### config.mk
export PLATFORM = sky130hd
export DESIGN_NAME = mreq_wb_master
export DESIGN_NICKNAME = d
export VERILOG_FILES = /design/src/rtl/mreq_wb_master_pkg.sv /design/src/rtl/mreq_wb_master_timeout.sv /design/src/rtl/mreq_wb_master.sv
export SDC_FILE = /design/constraint.sdc
export NUM_CORES = 1
export LEC_CHECK = 0
export ABC_AREA = 1
export ABC_CLOCK_PERIOD_IN_PS = 4250
export CAP_MARGIN = 20
export CORE_MARGIN = 2
export CORE_UTILIZATION = 30
export CTS_CLUSTER_DIAMETER = 30
export CTS_CLUSTER_SIZE = 12
export DETAILED_ROUTE_END_ITERATION = 8
export SETUP_SLACK_MARGIN = 0.1
export SLEW_MARGIN = 30
export SYNTH_ARGS = -nofsm -noshare
export SYNTH_HDL_FRONTEND = slang
export SYNTH_SLANG_ARGS = --single-unit
### constraint.sdc
create_clock -name i_clk -period 4.25 [get_ports i_clk]
set_input_delay 0.85 -clock i_clk [delete_from_list [all_inputs] [get_ports i_clk]]
set_output_delay 0.85 -clock i_clk [all_outputs]
set_load 0.1 [all_outputs]
### src/rtl/mreq_wb_master_pkg.sv
// Shared definitions for the request-to-Wishbone master: word-size codes,
// bytes-per-word lookup and FSM state encoding.
package mreq_wb_master_pkg;

    typedef enum logic [1:0] {
        WSIZE_BYTE     = 2'd0,
        WSIZE_HALF     = 2'd1,
        WSIZE_WORD     = 2'd2,
        WSIZE_WORD_ALT = 2'd3
    } wsize_e;

    typedef enum logic [2:0] {
        ST_IDLE       = 3'd0,
        ST_WR_COLLECT = 3'd1,
        ST_WB_CYCLE   = 3'd2,
        ST_RD_EMIT    = 3'd3,
        ST_DONE       = 3'd4
    } state_e;

    // Code 3 is an alias of a full 32-bit word.
    function automatic logic [2:0] bytes_per_word(input logic [1:0] wsize);
        case (wsize_e'(wsize))
            WSIZE_BYTE: return 3'd1;
            WSIZE_HALF: return 3'd2;
            default:    return 3'd4;
        endcase
    endfunction

endpackage

### src/rtl/mreq_wb_master_timeout.sv
// Per-bus-cycle watchdog: cleared by start, frozen by stop, flags expiry once
// the count reaches TIMEOUT_CYCLES while a cycle is outstanding.
module wb_timeout_counter #(
    parameter int TIMEOUT_CYCLES = 255
) (
    input  logic clk,
    input  logic rst,
    input  logic start,
    input  logic stop,
    output logic expired
);

    localparam int CW = (TIMEOUT_CYCLES > 0) ? $clog2(TIMEOUT_CYCLES + 1) : 1;
    localparam logic [CW-1:0] LIMIT = CW'(TIMEOUT_CYCLES);

    logic [CW-1:0] count_reg;
    logic          running_reg;

    always_ff @(posedge clk or posedge rst) begin
        if (rst) begin
            count_reg   <= '0;
            running_reg <= 1'b0;
        end else if (start) begin
            count_reg   <= '0;
            running_reg <= 1'b1;
        end else if (stop) begin
            running_reg <= 1'b0;
        end else if (running_reg && !expired) begin
            count_reg <= count_reg + CW'(1);
        end
    end

    assign expired = running_reg && (count_reg == LIMIT);

endmodule

### src/rtl/mreq_wb_master.sv
// Converts a multi-word memory request into Wishbone classic cycles, gathering
// write bytes from the rx stream and serialising read words onto the tx stream.
module mreq_wb_master
    import mreq_wb_master_pkg::*;
#(
    parameter int TIMEOUT_CYCLES = 255
) (
    input  logic        i_clk,
    input  logic        i_rst,
    input  logic        i_mreq_valid,
    output logic        o_mreq_ready,
    input  logic        i_mreq_wr,
    input  logic [1:0]  i_mreq_wsize,
    input  logic        i_mreq_aincr,
    input  logic [7:0]  i_mreq_size,
    input  logic [31:0] i_mreq_addr,
    input  logic        i_rx_data_valid,
    input  logic [7:0]  i_rx_data,
    output logic        o_rx_data_ready,
    output logic        o_tx_data_valid,
    output logic [7:0]  o_tx_data,
    input  logic        i_tx_data_ready,
    output logic        o_wb_cyc,
    output logic        o_wb_stb,
    output logic        o_wb_we,
    output logic [31:0] o_wb_adr,
    output logic [31:0] o_wb_dat,
    input  logic [31:0] i_wb_dat,
    input  logic        i_wb_ack,
    input  logic        i_wb_err,
    output logic        o_err
);

    state_e       state_reg, state_next;
    logic         wr_reg, aincr_reg, err_reg;
    logic [1:0]   wsize_reg, byte_cnt_reg;
    logic [7:0]   size_reg;
    logic [8:0]   word_cnt_reg;
    logic [31:0]  addr_reg, data_reg;

    logic [2:0]   bpw;
    logic         last_byte, last_word, wb_term, wb_fault, tmo_start, tmo_expired;
    logic [7:0]   lane [4];

    assign bpw       = bytes_per_word(wsize_reg);
    assign last_byte = ({1'b0, byte_cnt_reg} == bpw - 3'd1);
    assign last_word = (word_cnt_reg == {1'b0, size_reg});
    assign wb_term   = (state_reg == ST_WB_CYCLE) && (i_wb_ack || i_wb_err || tmo_expired);
    // err wins over a simultaneous ack; a late ack in the expiry cycle still counts
    assign wb_fault  = i_wb_err || (!i_wb_ack && tmo_expired);
    assign tmo_start = (state_next == ST_WB_CYCLE) && (state_reg != ST_WB_CYCLE);

    wb_timeout_counter #(
        .TIMEOUT_CYCLES(TIMEOUT_CYCLES)
    ) u_timeout (
        .clk    (i_clk),
        .rst    (i_rst),
        .start  (tmo_start),
        .stop   (wb_term),
        .expired(tmo_expired)
    );

    genvar gi;
    generate
        for (gi = 0; gi < 4; gi++) begin : g_lane
            assign lane[gi] = data_reg[8*gi +: 8];
        end
    endgenerate

    always_ff @(posedge i_clk or posedge i_rst) begin
        if (i_rst) begin
            state_reg <= ST_IDLE;
        end else begin
            state_reg <= state_next;
        end
    end

    always_comb begin
        state_next = state_reg;
        case (state_reg)
            ST_IDLE: begin
                if (i_mreq_valid) begin
                    state_next = i_mreq_wr ? ST_WR_COLLECT : ST_WB_CYCLE;
                end
            end
            ST_WR_COLLECT: begin
                if (i_rx_data_valid && last_byte) begin
                    state_next = ST_WB_CYCLE;
                end
            end
            ST_WB_CYCLE: begin
                if (wb_term) begin
                    if (!wr_reg) begin
                        state_next = ST_RD_EMIT;
                    end else begin
                        state_next = last_word ? ST_DONE : ST_WR_COLLECT;
                    end
                end
            end
            ST_RD_EMIT: begin
                if (i_tx_data_ready && last_byte) begin
                    state_next = last_word ? ST_DONE : ST_WB_CYCLE;
                end
            end
            default: state_next = ST_IDLE;
        endcase
    end

    always_comb begin
        o_wb_cyc        = 1'b0;
        o_wb_stb        = 1'b0;
        o_wb_we         = 1'b0;
        o_rx_data_ready = 1'b0;
        o_tx_data_valid = 1'b0;
        o_mreq_ready    = 1'b0;
        case (state_reg)
            ST_WR_COLLECT: o_rx_data_ready = 1'b1;
            ST_WB_CYCLE: begin
                o_wb_cyc = 1'b1;
                o_wb_stb = 1'b1;
                o_wb_we  = wr_reg;
            end
            ST_RD_EMIT:    o_tx_data_valid = 1'b1;
            ST_DONE:       o_mreq_ready    = 1'b1;
            default: ;
        endcase
    end

    // data_reg holds the word being packed for a write or the word read back
    always_ff @(posedge i_clk or posedge i_rst) begin
        if (i_rst) begin
            wr_reg       <= 1'b0;
            aincr_reg    <= 1'b0;
            wsize_reg    <= 2'd0;
            size_reg     <= 8'd0;
            addr_reg     <= 32'd0;
            data_reg     <= 32'd0;
            byte_cnt_reg <= 2'd0;
            word_cnt_reg <= 9'd0;
            err_reg      <= 1'b0;
        end else begin
            case (state_reg)
                ST_IDLE: begin
                    if (i_mreq_valid) begin
                        wr_reg       <= i_mreq_wr;
                        aincr_reg    <= i_mreq_aincr;
                        wsize_reg    <= i_mreq_wsize;
                        size_reg     <= i_mreq_size;
                        addr_reg     <= i_mreq_addr;
                        byte_cnt_reg <= 2'd0;
                        word_cnt_reg <= 9'd0;
                    end
                end
                ST_WR_COLLECT: begin
                    if (i_rx_data_valid) begin
                        if (byte_cnt_reg == 2'd0) begin
                            data_reg <= {24'd0, i_rx_data};
                        end else begin
                            data_reg[{byte_cnt_reg, 3'b000} +: 8] <= i_rx_data;
                        end
                        byte_cnt_reg <= last_byte ? 2'd0 : byte_cnt_reg + 2'd1;
                    end
                end
                ST_WB_CYCLE: begin
                    if (wb_term) begin
                        if (wb_fault) begin
                            err_reg <= 1'b1;
                        end
                        if (aincr_reg) begin
                            addr_reg <= addr_reg + 32'd1;
                        end
                        if (wr_reg) begin
                            word_cnt_reg <= word_cnt_reg + 9'd1;
                        end else begin
                            data_reg <= (i_wb_ack && !i_wb_err) ? i_wb_dat : 32'd0;
                        end
                    end
                end
                ST_RD_EMIT: begin
                    if (i_tx_data_ready) begin
                        byte_cnt_reg <= last_byte ? 2'd0 : byte_cnt_reg + 2'd1;
                        if (last_byte) begin
                            word_cnt_reg <= word_cnt_reg + 9'd1;
                        end
                    end
                end
                default: ;
            endcase
        end
    end

    assign o_tx_data = lane[byte_cnt_reg];
    assign o_wb_adr  = addr_reg;
    assign o_wb_dat  = data_reg;
    assign o_err     = err_reg;

endmodule

Word level (Yosys, flattened, before mapping)
Index checks and enable logic that the tools add are counted.
{"block": "word_totals", "regBits": 100, "latch_bits": 0, "ram_bits": 0, "mem_bits_ro": 0, "in_bits": 91, "elab_cells": 116, "memories": 0}
{"block": "op_classes", "add_sub_neg": 6, "multipliers": 0, "div_mod_pow": 0, "n_lt_le_gt_ge": 1, "n_eq_ne": 19, "shifts": 2, "n_mux": 45, "bitwise_logic": 1, "reduce_logical": 30}
{"op": "$mux 32", "n": 8}
{"op": "$pmux 32 s2", "n": 2}
{"op": "$mux 9", "n": 5}
{"op": "$mux 8", "n": 5}
{"op": "$add 32x1->32 const B", "n": 1}
{"op": "$bwmux 32", "n": 1}
{"op": "$shift 8x7->32 const A", "n": 1}
{"op": "$shiftx 8x7->32", "n": 1}
{"op": "$pmux 9 s3", "n": 1}
{"op": "$mux 3", "n": 7}
{"op": "$bmux 8 s2", "n": 1}
{"op": "$ne 2x2->1 const B", "n": 8}
{"op": "$pmux 3 s4", "n": 1}
{"op": "$reduce_and 4->1", "n": 3}
{"op": "$mux 2", "n": 5}
{"op": "$add 9x1->9 const B", "n": 1}
{"op": "$eq 3x2->1 const B", "n": 3}
{"op": "$eq 9x8->1", "n": 1}
{"op": "$add 8x1->8 const B", "n": 1}
{"op": "$eq 8x8->1 const B", "n": 1}
{"op": "$logic_and 1x1->1", "n": 8}
{"op": "$reduce_bool 2->1", "n": 4}
{"op": "$mux 1", "n": 7}
{"op": "$neg 5->7", "n": 1}
{"op": "other kinds (20)", "n": 27}

Longest topological paths before layout
Gate-level depths: netlist of run 1.
{"block": "logic_depth", "word_depth": 11, "mapped_depth": 14, "depth_no_buf": 12}

By module
A second synthesis of run 1 with hierarchy kept.
{"block": "hier_totals", "hier_cells": 942, "area_unflattened_um2": 6463.7}
{"mod": "mreq_wb_master", "n_inst": 1, "cells_per_inst": 856, "area_per_inst_um2": 5888.1}
{"mod": "wb_timeout_counter", "n_inst": 1, "cells_per_inst": 86, "area_per_inst_um2": 575.6}

Worst setup path after synthesis of run 1
No wires, ideal clock.
{"block": "synth_path", "kind": "reg-to-output", "from": "register byte_cnt_reg[0]", "to": "output o_tx_data[6]", "t_arrival_ns": 2.658, "path_slack_ns": 0.742, "path_stages_with_launch": 6, "cell_sequence": "dfrtp_1 inv_1 clkbuf_1 clkbuf_1 o21ai_0 o22ai_1"}
{"block": "synth_between", "elab_chain_cells": 4}
{"item": "start: declaration", "line_no": "mreq_wb_master.sv:36", "source": "logic [1:0] wsize_reg, byte_cnt_reg;"}
{"item": "start signal: assignment", "line_no": "mreq_wb_master.sv:161", "source": "byte_cnt_reg <= last_byte ? 2'd0 : byte_cnt_reg + 2'd1;"}
{"item": "start signal: assignment", "line_no": "mreq_wb_master.sv:181", "source": "byte_cnt_reg <= last_byte ? 2'd0 : byte_cnt_reg + 2'd1;"}
{"item": "$not 2->3 (not written as such)", "line_no": "mreq_wb_master.sv:192", "source": "assign o_tx_data = lane[byte_cnt_reg];"}
{"item": "$bmux 8 s2", "line_no": "mreq_wb_master.sv:192"}
{"item": "$mux 8 (not written as such) (2 in series)", "line_no": "mreq_wb_master.sv:192"}
{"item": "end: declaration", "line_no": "mreq_wb_master.sv:21", "source": "output logic [7:0] o_tx_data,"}
Every way passes these cells. The select of a mux whose other input is x is not followed.

Final worst setup path of run 1
{"block": "layout_path", "from": "register byte_cnt_reg[0]", "to": "output o_tx_data[3]"}
The elaborated chain is that of the path after synthesis.

==> metrics.md, run 1 <==
| Metric | Value |
|---|---|
| Synth area leader | dfrtp_1 |
| CTS Root Cell | clkbuf_16 |
| Max-slew violation count | 0 |
| Critical path arrival | 2.55 ns |
| Setup violations, final | 0 |
| Core Area | 21000 um^2 |
| Number of top-level pins | 170 |
| Rows | 53 |
| Number of synthesized flops with an enable pin | 0 |
| H-tree depth reported by CTS | 3 |
| Initial antenna violation count | 0 |
| Status | completed |
| Routability cong. | 0.880 |
| Crit-path max cell delay | 0.87 ns |
| CTS tree | done |
| Post-synth top cells | nand2_1 (215), nand3_1 (123), dfrtp_1 (100), inv_1 (76), nor2_1 (75) |
| First-pass GRT wire length | 33.3 mm |
| TNS Setup | 0 ns |
| Synth Warn # | 0 |
| FILL cells | 2184 |
| Max Clock Freq | 0.294 GHz |
| Crit start category | register |
| Routed via count | 6603 |
| Post-Syn Nets | 983 |
| Rel. slew slack | 0.325 |
| Hpwl dp | 15.7 mm |
| Clock transition at path regs | 0.07 ns |
| Cell Area, Synth | 6410 um^2 |
| Die area | 22600 um^2 |
| MaxCap Viol Count | 0 |
| Worst Path Buf+Inv | 2 |
| Share of cells above drive strength 1 | 0.0645 |
| Final layout net count | 1132 |
| Via density | 5.03 |
| Initial Util | 0.305 |
| Post-synthesis area per instance | 7.25 um^2 |
| Cts hold-fix bufs | 0 |
| Async S/R FF share, synth | 1.00 |
| Tightest Pin Transition | 1.01 ns |
| Resized Gates After CTS | 0 |
| Port Buf Inserts | 169 |
| CTS buffer count | 9 |
| DRC violations left | 0 |
| Tmin final | 3.40 ns |
| Setup Skew | 0.0120 ns |
| Total track usage | 0.189 |
| Post-synthesis sequential area ratio | 0.390 |
| Routed Wire Length | 21.2 mm |
| Final Hold Violating Endpoints | 0 |
| Grt ovf | 0 |
| Area Overhead vs Synth | 34.6% |
| CP required | 3.40 ns |
| Per-cell routed wire length | 16.2 um |
| #FFs+latches synth | 100 |
| Worst Hold Class | register to register |
| RSZ-0062 raised after global routing | false |
| Largest net degree at the start of global routing | 62 |
| Postcts setup bufs | 0 |
| Worst-path fanout max | 25 |
| CP Capture Type | primary output |
| Die width | 150 um |
| Initial detailed-routing violation count | 298 |
| TritonRoute pass-1 iters | 5 |
| Post-synthesis cell type count | 44 |
| Clock Sinks | 100 |
| Period utilisation layout | 0.799 |
| Mapped Cells | 885 |
| Routed Antenna Nets | 0 |
| Worst path cell trace | inv_1 > o21ai_0 > o22ai_1 > buf_4 |
| Most frequent cell after synthesis | nand2_1 |
| Main synth FF type | dfrtp_1 |
| Die Y | 150 um |
| Diodes inserted | 0 |
| Maximum buffer depth of the clock tree | 2 |
| Slowest cell on crit path | dfrtp_1 |
| FF-to-FF setup slack | 1.22 ns |
| Vias in the first global route | 6278 |
| Worst Setup Path Type | register to primary output |
| Synth top area share | 0.390 |
| Top cell family by delay on the critical path | flip-flops |
| Synth area leaders | dfrtp_1 (39%), nand2_1 (13%), nand3_1 (9.6%), inv_1 (4.4%), nor2_1 (4.4%) |
| Worst skew pair latency | 0.36 ns |
metal layers:
layer | wire, um | up-vias | global-route usage | part of all wire
met2 | 10100 | 214 | 0.315 | 0.48
met5 | 0 | - | 0 | 0
met3 | 1330 | 17 | 0.0339 | 0.062
met4 | 270 | 0 | 0.0495 | 0.013
met1 | 9520 | 3102 | 0.252 | 0.45
li1 | - | 3270 | - | -
cells by family (layout without fill, tap and decap cells):
group	count (synthesis)	after routing	synth area share
AOI/OAI and AO/OA	168	168	0.166
xor gates and xnor gates	19	19	0.0259
adders and majority gates	7	7	0.0137
buffers and inverters	122	276	0.0776
DFF	100	100	0.390
and+or+nand+nor	469	469	0.327
worst paths after layout:
| path | startpoint | end | cells after the start |
|---|---|---|---|
| worst min-delay path | o_err | o_err | 1 |
| min in group asynchronous | i_rst | o_wb_adr[31] | 2 |
| worst max-delay path | byte_cnt_reg[0] | o_tx_data[3] | 4 |
| worst max register to register | byte_cnt_reg[0] | o_wb_dat[29] | 8 |
| max in group asynchronous | i_rst | u_timeout.running_reg | 3 |
| worst min register to register | o_err | o_err | 1 |
layout by cell type (no fill, tap or decap), types with 3 or more instances in the layout:
cell type / netlist / routed
xor2_1: 15 / 15
inv_1: 76 / 75
o21ai_0: 54 / 54
nor2_2: 3 / 4
inv_2: 8 / 8
nand4_1: 13 / 13
o21ai_1: 18 / 18
dfrtp_1: 100 / 100
a22oi_1: 4 / 4
nor3_1: 12 / 12
nand2_1: 215 / 215
buf_4: 2 / 15
nand2_2: 3 / 3
or2_2: 6 / 6
ha_1: 7 / 7
o211ai_1: 25 / 25
nor4_1: 4 / 4
o21a_1: 31 / 31
clkinv_2: 0 / 3
clkbuf_16: 0 / 9
clkdlybuf4s50_1: 0 / 157
nand3b_1: 5 / 5
xnor2_1: 4 / 4
nor2_1: 75 / 74
o22ai_1: 13 / 13
a21oi_1: 12 / 12
nand3_1: 123 / 123
a21oi_4: 3 / 3
metrics by stage:
stage               utilization  cell area (um^2)  setup slack (ns)  instances  hold slack, ns
floorplan                     -              6410             0.742        885           0.442
global placement          0.396              8320              1.01       1298           0.467
global route              0.411              8630             0.674       1314           0.491
finish                    0.411              8630             0.852       1314           0.474
CTS                       0.411              8640             0.857       1314           0.481
detailed placement        0.396              8320             0.951       1298           0.466
layout make-up:
| cell class | instances | area, um^2 | share of cell area |
|---|---|---|---|
| tap | 275 | 344 | 0.0399 |
| clock inverter | 7 | 91.3 | 0.0106 |
| multi-input combinational | 663 | 3420 | 0.396 |
| clock buffer | 9 | 225 | 0.0261 |
| timing repair buffer | 175 | 1730 | 0.200 |
| inverter | 85 | 324 | 0.0375 |
| sequential | 100 | 2500 | 0.290 |
Power of run 1 is not shown: default switching activity piles up to over one toggle a cycle in this logic, so the estimate is an artifact.
==> run 2: changes to the inputs <==
--- a/config.mk
+++ b/config.mk
@@ -6,7 +6,7 @@
 export NUM_CORES = 1
 export LEC_CHECK = 0
 export ABC_AREA = 1
-export ABC_CLOCK_PERIOD_IN_PS = 4250
+export ABC_CLOCK_PERIOD_IN_PS = 3400
 export CAP_MARGIN = 20
 export CORE_MARGIN = 2
 export CORE_UTILIZATION = 30
==> constraint.sdc (replaced) <==
create_clock -name i_clk -period 3.4 [get_ports i_clk]
set_input_delay 0.68 -clock i_clk [delete_from_list [all_inputs] [get_ports i_clk]]
set_output_delay 0.68 -clock i_clk [all_outputs]
set_load 0.1 [all_outputs]
==> run 2 against run 1 <==
Hold slack better by 0.031 ns. Die area unchanged. Sequential share of layout area up 0.26 points. Clock skew down 0.00083 ns. Global-route usage up 0.57 points. Design area down 0.88%. Routed wire length up 2.9%. Register-to-register slack worse by 0.42 ns. Setup slack worse by 0.16 ns.
==> metrics.md, run 2 (synthesized netlist as in run 1, its figures left out) <==
| Metric | Value |
|---|---|
| Final Non-Filler Cells | 1318 |
| Grt ovf | 0 |
| Maximum buffer depth of the clock tree | 2 |
| Final layout net count | 1136 |
| Register area | 2500 um^2 |
| Rel. slew slack | 0.483 |
| Die Y | 150 um |
| Tmin final | 2.71 ns |
| Worst skew pair latency | 0.36 ns |
| Routed via count | 6617 |
| Area of the multi-input gates | 3470 um^2 |
| Routed Wire Length | 21.9 mm |
| Worst-path fanout max | 12 |
| Rows | 53 |
| Placed instance count | 1302 |
| Clock transition at path regs | 0.07 ns |
| Cts hold-fix bufs | 0 |
| MaxCap Viol Count | 0 |
| TNS Setup | 0 ns |
| Initial Util | 0.305 |
| Setup violations, final | 0 |
| Worst Setup Path Type | register to primary output |
| Period utilisation layout | 0.797 |
| Share of cells above drive strength 1 | 0.140 |
| Postcts setup bufs | 0 |
| GRT met2 Usage | 0.310 |
| Routed Antenna Nets | 0 |
| Worst Hold Class | register to register |
| Tightest Pin Transition | 0.775 ns |
| Die area | 22600 um^2 |
| Hold slack | 0.505 ns |
| H-tree depth reported by CTS | 3 |
| Crit start category | register |
| First-pass GRT wire length | 34.4 mm |
| Diodes inserted | 0 |
| Total track usage | 0.194 |
| CP required | 2.72 ns |
| Hpwl dp | 16.4 mm |
| CTS Root Cell | clkbuf_16 |
| CTS buffer count | 9 |
| Resized Gates After CTS | 0 |
| Met3 Track Usage GR | 0.0361 |
| Slowest cell on crit path | dfrtp_1 |
| Initial detailed-routing violation count | 508 |
| Core Area | 21000 um^2 |
| Routability cong. | 0.875 |
| CTS tree | done |
| Final Hold Violating Endpoints | 0 |
| Setup Skew | 0.0112 ns |
| Crit-path max cell delay | 0.53 ns |
| Met1 Use GR | 0.275 |
| Max Clock Freq | 0.369 GHz |
| Initial antenna violation count | 0 |
| Area Overhead vs Synth | 33.4% |
| FILL cells | 2179 |
| RSZ-0062 raised after global routing | false |
| Clock Sinks | 100 |
| TritonRoute pass-1 iters | 4 |
| Grt peak-use layer | met2 |
| Largest net degree at the start of global routing | 57 |
| Commonest non-fill, non-tap cell in the layout | nand2_1 |
| Top cell family by delay on the critical path | buffers and inverters |
| CP Capture Type | primary output |
| Port Buf Inserts | 169 |
| Number of top-level pins | 170 |
| Most frequent cells in the layout | nand2_1 (215), nand3_1 (123), dfrtp_1 (100), clkdlybuf4s50_1 (90), buf_4 (85) |
| Status | completed |
| Max-slew violation count | 0 |
| Die width | 150 um |
| Worst Path Buf+Inv | 2 |
| DRC violations left | 0 |
| Per-cell routed wire length | 16.6 um |
| Worst path cell trace | inv_1 > o21ai_0 > o22ai_2 > buf_4 |
| Vias in the first global route | 6223 |
| Via density | 5.02 |
| Critical path arrival | 2.03 ns |
-- run 2: metrics by stage --
step	setup slack, ns	instance area [um^2]	utilization
after floorplan	0.101	6460	-
final	0.689	8560	0.407
after CTS	0.693	8560	0.407
after global routing	0.595	8560	0.407
after detailed placement	0.664	8260	0.393
after global placement	0.693	8260	0.393
-- run 2: worst register-to-register path, stage by stage (launching register included) --
cell	delay, ns
dfrtp_1	0.53
inv_1	0.41
ha_1	0.50
inv_1	0.12
nand2_1	0.12
inv_2	0.10
a21oi_4	0.42
o211ai_1	0.16
o21a_1	0.14
-- run 2: final timing paths --
path	from	to	slack, ns	depth (start not counted)
worst max-delay path	byte_cnt_reg[1]	o_tx_data[0]	0.69	4
worst min-delay path	aincr_reg	aincr_reg	0.50	2
worst max register to register	byte_cnt_reg[1]	o_wb_dat[20]	0.80	8
worst min register to register	aincr_reg	aincr_reg	0.50	2
max in group asynchronous	i_rst	o_wb_dat[28]	2.03	3
min in group asynchronous	i_rst	o_wb_adr[7]	0.72	2
-- run 2: routing by layer --
metal / wire length [um] / up-vias
met1: 10300 / 3118
met4: 301 / 0
li1: - / 3281
met5: 0 / -
met3: 1170 / 23
met2: 10100 / 195
-- run 2: layout make-up --
type	instances	share of cell area
Timing Repair Buffer	179	0.189
Tap cell	275	0.0402
Clock buffer	10	0.0279
Multi-Input combinational cell	663	0.405
Clock inverter	6	0.00717
Inverter	85	0.0379
Sequential cell	100	0.292
Power of run 2 is left out for the same reason.
==> run 3: changes to the inputs <==
--- a/config.mk
+++ b/config.mk
@@ -6,7 +6,7 @@
 export NUM_CORES = 1
 export LEC_CHECK = 0
 export ABC_AREA = 1
-export ABC_CLOCK_PERIOD_IN_PS = 3400
+export ABC_CLOCK_PERIOD_IN_PS = 2310
 export CAP_MARGIN = 20
 export CORE_MARGIN = 2
 export CORE_UTILIZATION = 30
==> constraint.sdc (replaced) <==
create_clock -name i_clk -period 2.31 [get_ports i_clk]
set_input_delay 0.462 -clock i_clk [delete_from_list [all_inputs] [get_ports i_clk]]
set_output_delay 0.462 -clock i_clk [all_outputs]
set_load 0.1 [all_outputs]
==> run 3 against run 2 <==
Hold slack worse by 0.026 ns. Clock-buffer cell count increased by 3. Die area is the same. Final cell count grew 0.99%. Via count is 1.6% higher.
==> metrics.md, run 3 (synthesized netlist as in run 1, its figures left out) <==
| Metric | Value |
|---|---|
| Worst-path fanout max | 15 |
| Die area | 22600 um^2 |
| Worst Setup Path Type | register to primary output |
| Initial detailed-routing violation count | 374 |
| CTS tree | done |
| Top cell family by delay on the critical path | compound AO/OA/AOI/OAI gates |
| Die Y | 150 um |
| Vias in the first global route | 6519 |
| Clock transition at path regs | 0.07 ns |
| Worst skew pair latency | 0.36 ns |
| Initial antenna violation count | 0 |
| Grt ovf | 0 |
| Number of top-level pins | 170 |
| Setup Skew | 0.0105 ns |
| Initial Util | 0.305 |
| Critical path arrival | 1.73 ns |
| DRC violations left | 0 |
| Tmin final | 2.19 ns |
| Final layout net count | 1149 |
| Commonest non-fill, non-tap cell in the layout | nand2_1 |
| CTS buffer count | 9 |
| Routed Wire Length | 22.2 mm |
| Crit start category | register |
| Maximum buffer depth of the clock tree | 2 |
| Status | completed |
| Setup ws final | 0.117 ns |
| Share of cells above drive strength 1 | 0.171 |
| Rows | 53 |
| MaxCap Viol Count | 0 |
| Diodes inserted | 0 |
| Max-slew violation count | 0 |
| Most frequent cells in the layout | nand2_1 (215), nand3_1 (122), clkdlybuf4s50_1 (90), dfrtp_1 (81), buf_4 (78) |
| Dpl ws | 0.0727 ns |
| Placed instance count | 1308 |
| Port Buf Inserts | 169 |
| Worst Hold Class | register to register |
| Core Area | 21000 um^2 |
| Per-cell routed wire length | 16.7 um |
| Routability cong. | 0.903 |
| Routed Antenna Nets | 0 |
| Period utilisation layout | 0.949 |
| Max Clock Freq | 0.456 GHz |
| Via density | 5.05 |
| CP required | 1.85 ns |
| Tightest Pin Transition | 0.576 ns |
| FILL cells | 2129 |
| Final Hold Violating Endpoints | 0 |
| Crit-path max cell delay | 0.41 ns |
| Total track usage | 0.195 |
| Slowest cell on crit path | dfrtp_1 |
| H-tree depth reported by CTS | 3 |
| Largest net degree at the start of global routing | 101 |
| Hpwl dp | 16.2 mm |
| Worst Path Buf+Inv | 2 |
| First-pass GRT wire length | 34.5 mm |
| Worst path cell trace | buf_4 > o21ai_0 > o22ai_4 > buf_12 |
| Setup violations, final | 0 |
| TritonRoute pass-1 iters | 7 |
| Rel. slew slack | 0.616 |
| Cts hold-fix bufs | 0 |
| RSZ-0062 raised after global routing | true |
| Final Non-Filler Cells | 1331 |
| Die width | 150 um |
| Routed via count | 6723 |
| CP Capture Type | primary output |
| CTS Root Cell | clkbuf_16 |
| Area Overhead vs Synth | 40.5% |
| Clock Sinks | 100 |
-- run 3: cell count changes in the layout (fill, tap and decap cells not counted), moves of 2 or more --
cell,previous run,this run
buf_4,85,78
o22ai_4,0,7
dfrtp_2,0,19
clkbuf_1,0,2
nor2_1,74,72
nor2_4,2,4
clkinv_2,3,1
o22ai_2,8,1
o21ai_0,54,50
o21ai_1,18,22
buf_12,4,20
dfrtp_1,100,81
-- run 3: per-stage QoR --
stage | hold slack [ns] | cell area [um^2] | util | TNS [ns]
3_5_place_dp | 0.471 | 8580 | 0.408 | 0
6_report | 0.478 | 9010 | 0.429 | 0
3_3_place_gp | 0.468 | 8580 | 0.408 | 0
4_1_cts | 0.485 | 8900 | 0.424 | 0
2_1_floorplan | 0.442 | 6560 | - | -0.189
5_1_grt | 0.521 | 9010 | 0.429 | 0
-- run 3: worst paths after layout --
path / slack, ns / endpoint / cells past startpoint / startpoint
min reg2reg: 0.48 / o_err / 1 / o_err
max in group asynchronous: 1.23 / o_wb_adr[5] / 3 / i_rst
max reg2reg: 0.30 / word_cnt_reg[1] / 9 / u_timeout.count_reg[0]
min: 0.48 / o_err / 1 / o_err
max: 0.12 / o_tx_data[5] / 4 / byte_cnt_reg[0]
min in group asynchronous: 0.62 / size_reg[6] / 3 / i_rst
-- run 3: area by class of cell --
class	count	area, um^2	share of cell area
well taps	275	344	0.0382
flip-flops and latches	100	2530	0.280
clock inverters	3	21.3	0.00236
inverters	85	328	0.0364
clock buffers	13	260	0.0289
multi-input cells	663	3550	0.394
repair buffers	192	1980	0.220
-- run 3: per-layer routing --
| layer | track usage | routed length [um] | share of wire | vias to the layer above |
|---|---|---|---|---|
| met5 | 0 | 0 | 0 | - |
| met4 | 0.0679 | 443 | 0.020 | 0 |
| met3 | 0.0294 | 1270 | 0.057 | 28 |
| met2 | 0.318 | 10400 | 0.47 | 208 |
| met1 | 0.264 | 10100 | 0.45 | 3177 |
| li1 | - | - | - | 3310 |
-- run 3: repair_timing --
| action | CTS | global route |
|---|---|---|
| setup buffers | 0 | 5 |
| resized for setup | 6 | 6 |
| pin swaps | 0 | 1 |
| gates cloned | 1 | 1 |
| endpoints found under the setup margin | 5 | 69 |
Power of run 3 is left out for the same reason.
